### src/rtl/cpu_boot_dump_ctrl_pkg.sv
// Shared types for the boot/run/dump sequencer: state encoding and small helpers.
// The host-side model uses the same 3-bit state values when it decodes dbg_state.
package cpu_boot_dump_ctrl_pkg;

  localparam int STATE_W = 3;

  typedef enum logic [STATE_W-1:0] {
    ST_IDLE     = 3'd0,
    ST_LOAD     = 3'd1,
    ST_RUN      = 3'd2,
    ST_DUMP_RD  = 3'd3,
    ST_DUMP_OUT = 3'd4,
    ST_DONE     = 3'd5
  } state_e;

  function automatic logic state_is_busy(input state_e s);
    return (s == ST_LOAD) || (s == ST_RUN) || (s == ST_DUMP_RD) || (s == ST_DUMP_OUT);
  endfunction

endpackage

### src/rtl/cpu_boot_dump_ctrl_cycle_counter.sv
// Run-cycle budget counter: counts enabled cycles from 0 and flags the last budgeted cycle.
// A limit of 0 means the budget never expires.
module boot_cycle_counter #(
  parameter int CYC_W = 16
) (
  input  logic             clk,
  input  logic             rst_n,
  input  logic             clr,
  input  logic             en,
  input  logic [CYC_W-1:0] limit,
  output logic             expire
);

  logic [CYC_W-1:0] count_q;
  logic [CYC_W-1:0] count_d;

  always_comb begin
    count_d = count_q;
    if (clr) begin
      count_d = '0;
    end else if (en) begin
      count_d = count_q + CYC_W'(1);
    end
  end

  always_ff @(posedge clk or negedge rst_n) begin
    if (!rst_n) begin
      count_q <= '0;
    end else begin
      count_q <= count_d;
    end
  end

  assign expire = en && (limit != '0) && (count_q == (limit - CYC_W'(1)));

endmodule

### src/rtl/cpu_boot_dump_ctrl.sv
// Boot/run/dump sequencer between a host stream and the CPU RAM port.
// Valid/ready: a word moves on any cycle where valid and ready are both high at the clock edge.
module cpu_boot_dump_ctrl
  import cpu_boot_dump_ctrl_pkg::*;
#(
  parameter int DATA_W = 32,
  parameter int ADDR_W = 8,
  parameter int DEPTH  = 256,
  parameter int CYC_W  = 16
) (
  input  logic                clk,
  input  logic                rst,
  input  logic                start,
  input  logic [CYC_W-1:0]    run_cycles,
  input  logic                in_valid,
  output logic                in_ready,
  input  logic [DATA_W-1:0]   in_data,
  input  logic                in_last,
  output logic                mem_we,
  output logic                mem_re,
  output logic [ADDR_W-1:0]   mem_addr,
  output logic [DATA_W-1:0]   mem_wdata,
  input  logic [DATA_W-1:0]   mem_rdata,
  output logic                cpu_rst_n,
  input  logic                cpu_halt,
  output logic                out_valid,
  input  logic                out_ready,
  output logic [DATA_W-1:0]   out_data,
  output logic                out_last,
  output logic                busy,
  output logic                done,
  output logic                timeout,
  output logic [STATE_W-1:0]  dbg_state
);

  localparam logic [ADDR_W-1:0] LAST_ADDR = ADDR_W'(DEPTH - 1);

  state_e              state_q, state_d;
  logic [ADDR_W-1:0]   addr_q, addr_d;
  logic [CYC_W-1:0]    budget_q, budget_d;
  logic                timeout_q, timeout_d;
  logic                cpu_rst_n_q, cpu_rst_n_d;
  logic [DATA_W-1:0]   data_q, data_d;
  logic                hold_q, hold_d;
  logic                cnt_expire;

  boot_cycle_counter #(
    .CYC_W (CYC_W)
  ) u_cycle_counter (
    .clk    (clk),
    .rst_n  (rst),
    .clr    (state_q != ST_RUN),
    .en     (state_q == ST_RUN),
    .limit  (budget_q),
    .expire (cnt_expire)
  );

  always_comb begin
    state_d   = state_q;
    addr_d    = addr_q;
    budget_d  = budget_q;
    timeout_d = timeout_q;
    data_d    = data_q;
    hold_d    = hold_q;
    in_ready  = 1'b0;
    mem_we    = 1'b0;
    mem_re    = 1'b0;
    mem_wdata = '0;
    out_valid = 1'b0;
    out_data  = data_q;

    unique case (state_q)
      ST_IDLE, ST_DONE: begin
        if (start) begin
          state_d   = ST_LOAD;
          addr_d    = '0;
          budget_d  = run_cycles;
          timeout_d = 1'b0;
        end
      end

      ST_LOAD: begin
        in_ready  = 1'b1;
        mem_we    = in_valid;
        mem_wdata = in_data;
        if (in_valid) begin
          if (in_last || (addr_q == LAST_ADDR)) begin
            state_d = ST_RUN;
            addr_d  = '0;
          end else begin
            addr_d = addr_q + ADDR_W'(1);
          end
        end
      end

      ST_RUN: begin
        // Halt is tested first so a halt on the expiry cycle is not reported as a timeout.
        if (cpu_halt) begin
          state_d = ST_DUMP_RD;
          addr_d  = '0;
        end else if (cnt_expire) begin
          state_d   = ST_DUMP_RD;
          addr_d    = '0;
          timeout_d = 1'b1;
        end
      end

      ST_DUMP_RD: begin
        mem_re  = 1'b1;
        hold_d  = 1'b0;
        state_d = ST_DUMP_OUT;
      end

      ST_DUMP_OUT: begin
        out_valid = 1'b1;
        // First DUMP_OUT cycle forwards the fresh read data and captures it for any stall.
        if (!hold_q) begin
          out_data = mem_rdata;
          data_d   = mem_rdata;
          hold_d   = 1'b1;
        end
        if (out_ready) begin
          if (addr_q == LAST_ADDR) begin
            state_d = ST_DONE;
          end else begin
            addr_d  = addr_q + ADDR_W'(1);
            state_d = ST_DUMP_RD;
          end
        end
      end

      default: begin
        state_d = ST_IDLE;
      end
    endcase

    cpu_rst_n_d = (state_d == ST_RUN);
  end

  always_ff @(posedge clk or negedge rst) begin
    if (!rst) begin
      state_q     <= ST_IDLE;
      addr_q      <= '0;
      budget_q    <= '0;
      timeout_q   <= 1'b0;
      cpu_rst_n_q <= 1'b0;
      data_q      <= '0;
      hold_q      <= 1'b0;
    end else begin
      state_q     <= state_d;
      addr_q      <= addr_d;
      budget_q    <= budget_d;
      timeout_q   <= timeout_d;
      cpu_rst_n_q <= cpu_rst_n_d;
      data_q      <= data_d;
      hold_q      <= hold_d;
    end
  end

  assign mem_addr  = addr_q;
  assign cpu_rst_n = cpu_rst_n_q;
  assign out_last  = (state_q == ST_DUMP_OUT) && (addr_q == LAST_ADDR);
  assign busy      = state_is_busy(state_q);
  assign done      = (state_q == ST_DONE);
  assign timeout   = timeout_q;
  assign dbg_state = state_q;

endmodule

### config.mk
export PLATFORM = sky130hd
export DESIGN_NAME = cpu_boot_dump_ctrl
export DESIGN_NICKNAME = d
export VERILOG_FILES = /design/src/rtl/cpu_boot_dump_ctrl_pkg.sv /design/src/rtl/cpu_boot_dump_ctrl_cycle_counter.sv /design/src/rtl/cpu_boot_dump_ctrl.sv
export SDC_FILE = /design/constraint.sdc
export NUM_CORES = 1
export LEC_CHECK = 0
export ABC_CLOCK_PERIOD_IN_PS = 3100
export CORE_MARGIN = 5
export CORE_UTILIZATION = 45
export CTS_BUF_LIST = sky130_fd_sc_hd__clkbuf_8
export CTS_CLUSTER_SIZE = 12
export DETAILED_ROUTE_END_ITERATION = 12
export PLACE_DENSITY = 0.86
export SLEW_MARGIN = 20
export SYNTH_ARGS = -nofsm -noshare
export SYNTH_HDL_FRONTEND = slang
export SYNTH_SLANG_ARGS = --single-unit
### constraint.sdc
create_clock -name clk -period 3.1 [get_ports clk]
set_clock_uncertainty 0.05 [all_clocks]
set_input_delay 0.465 -clock clk [delete_from_list [all_inputs] [get_ports clk]]
set_output_delay 0.465 -clock clk [all_outputs]
set_load 0.1 [all_outputs]
==> results_dict.tcl <==
set metrics [dict create \
    status "finished clean" \
    max_slew_margin_pct 35.8 \
    via_per_inst 5.36 \
    hold_viol_final 0 \
    nNetsFinal 674 \
    clock_sinks 78 \
    drive_above_1_share_pct 30.2 \
    crit_path_start "dbg_state[1]$_DFF_PN0_" \
    ys_ff_latch 78 \
    place_ws_ps 224 \
    routed_wl_mm 13.0 \
    layout_setup_ws_ps 181 \
    synthArstFlopShare_pct 100 \
    fin_util_pct 74.9 \
    synth_area_leader_cell "dfrtp_1" \
    wl_per_cell_um 18.2 \
    io_pins 171 \
    yosysTopAreaCellShare_pct 45.2 \
    min_period_ps 2920 \
    rsz0062_at_grt "false" \
    arrival_ps 2400 \
    grt_pass1_vias 4095 \
    end_kind "primary output" \
    netlist_area_um2 4320 \
    via_count 3839 \
    synth_enable_flop_cells 0 \
    syn_to_final_growth_pct 61.0 \
    dpl.hpwl_mm 10.4 \
    root_buffer "clkbuf_8" \
    antenna_found_initial 0 \
    crit_chain "nor2_1, nand2_1, nor2_2, buf_6, mux2_2, buf_12" \
    start_util_pct 46.6 \
    synth_ff_type "dfrtp_1" \
    path_max_fanout 32 \
    synth.distinct_cells 56 \
    die_x_um 108 \
    instances_no_fill 716 \
    die_h_um 108 \
    min_period_over_period_pct 94.2 \
    drv_slew 0 \
    ys_top_cells_by_area "dfrtp_1 (45%), mux2_2 (12%), and2_1 (5.1%)" \
    grt_pass1_wl_mm 20.8 \
    worst_path_max_delay_cell "dfrtp_1" \
    fin_tns_setup_ps 0 \
    syn-num-nets 514 \
    routabilityCongestion 0.911 \
    crit_buf_inv 2 \
    num_antenna_cells 0 \
    rr_startpoint "budget_q[0]$_DFFE_PN0P_" \
    synthTopCellsByCount "dfrtp_1 (78), mux2_2 (45), nor2_1 (39), and2_1 (35), nand2_1 (21)" \
    core-area_um2 9280 \
    ant_nets 0 \
    dp.cells 701 \
    worst_pin_slew_ps 962 \
    yosysMostFrequentCell "dfrtp_1" \
    clk_pin_slew_ps 80 \
    drt-initial-drc-count 166 \
    ys_seq_area_share_pct 45.2 \
    start_kind "flip-flop" \
    cts_setup_buffers 0 \
    grt_util_all_layers_pct 22.7 \
    grt_max_degree 79 \
    port_buffers 170 \
    crit_type "reg -> out" \
    cts_max_level 3 \
    max-cap-violations 0 \
    clock_path_buffers 2 \
    finalSetupViolCount 0 \
    cts_made_buffers 9 \
    synth_cells 423 \
    dieArea_um2 11700 \
    cpPeakStageDelay_ps 500 \
    insertion_delay_ps 350 \
    worstPathRequired_ps 2580 \
    tritoncts "yes" \
    drcViolationCount 0 \
    avgSynthCellArea_um2 10.2 \
    drt-pass1-iter-count 5 \
    fmaxAchievable_ghz 0.343 \
    rows 35 \
    critPathTopFamily "simple AND/OR/NAND/NOR gates" \
    hold_path_class "in -> async" \
    grt_overflow 0 \
    yosys_warnings 0 \
]
==> path summary, 6_finish.rpt <==
path                                            to  slack [ps]  cells past startpoint
min in group clk               timeout$_DFFE_PN0P_         470                      1
min                           data_q[26]$_DFF_PN0_         230                      1
max                                   out_data[19]         180                      6
min reg2reg                    timeout$_DFFE_PN0P_         470                      1
max in group asynchronous   dbg_state[0]$_DFF_PN0_        2090                      1
max reg2reg                mem_addr[1]$_DFFE_PN0P_         210                      9
==> logic make-up (layout without fill, tap and decap cells) <==
family	Yosys count	after routing	share of synthesized area, %
AND/OR/NAND/NOR	159	159	20.9
adder cells (fa/ha/maj)	4	4	1.16
multiplexers	48	48	12.4
buffers and inverters	38	202	3.79
flip-flops	78	78	45.2
AO/OA/AOI/OAI	64	64	10.1
XOR/XNOR	32	32	6.48
==> registers in the layout (all words and copies together) (netlist names) <==
name	cells
u_cycle_counter.count_q	16
hold_q	1
cpu_rst_n	1
dbg_state	3
mem_addr	8
data_q	32
timeout	1
budget_q	16
==> layout make-up <==
| class | instances | area, µm² |
|---|---|---|
| tap | 129 | 161 |
| clock buffer | 10 | 138 |
| clock inverter | 5 | 58.8 |
| sequential | 78 | 1950 |
| multi-input combinational | 307 | 2240 |
| inverter | 12 | 45.0 |
| timing repair buffer | 175 | 2360 |
| fill | 618 | 2330 |
==> stage by stage <==
| stage | cell area [µm²] | hold slack, ps |
|---|---|---|
| 3_5_place_dp | 6750 | 457 |
| 3_3_place_gp | 6750 | 451 |
| 2_1_floorplan | 4350 | 119 |
| 5_1_grt | 6960 | 296 |
| 6_report | 6960 | 226 |
| 4_1_cts | 6950 | 245 |
==> per-layer routing <==
layer | GRT usage, % | up-vias | wire (µm)
met1 | 25.5 | 1827 | 4580
met2 | 38.8 | 187 | 6810
met3 | 9.79 | 29 | 1320
met4 | 7.48 | 0 | 312
met5 | 0 | - | 0
li1 | - | 1796 | -
==> timing repair <==
action / 4_1_cts / 5_1_grt
setup endpoints to repair: 0 / 33
hold buffers: 0 / 0
resized for setup: 0 / 2
==> worst register-to-register path: cells and delay by family, from the launching register on <==
kind	cells	cell delay (ps)
adders and majority gates	1	340
AOI/OAI and AO/OA	2	530
and+or+nand+nor	4	1030
buffers and inverters	1	140
DFF	1	500
muxes	1	210
==> cell usage in the layout, fill, tap and decap left out, types with 5 or more instances in the layout <==
cell type	count
clkdlybuf4s50_1	85
o21ai_0	18
or3_1	7
nor4_1	5
xor2_1	14
and2_1	26
nand2_1	21
nand3_1	11
buf_12	66
nor2b_1	5
xnor2_1	17
a21oi_1	17
o211ai_1	6
inv_1	12
buf_4	23
mux2_2	45
nor2_1	36
dfrtp_1	76
and2_2	9
clkbuf_8	10
nor3_1	6
Power is left out: the tool's default activity adds up to more than one toggle a clock period on the data nets, which glitch-free logic cannot reach.
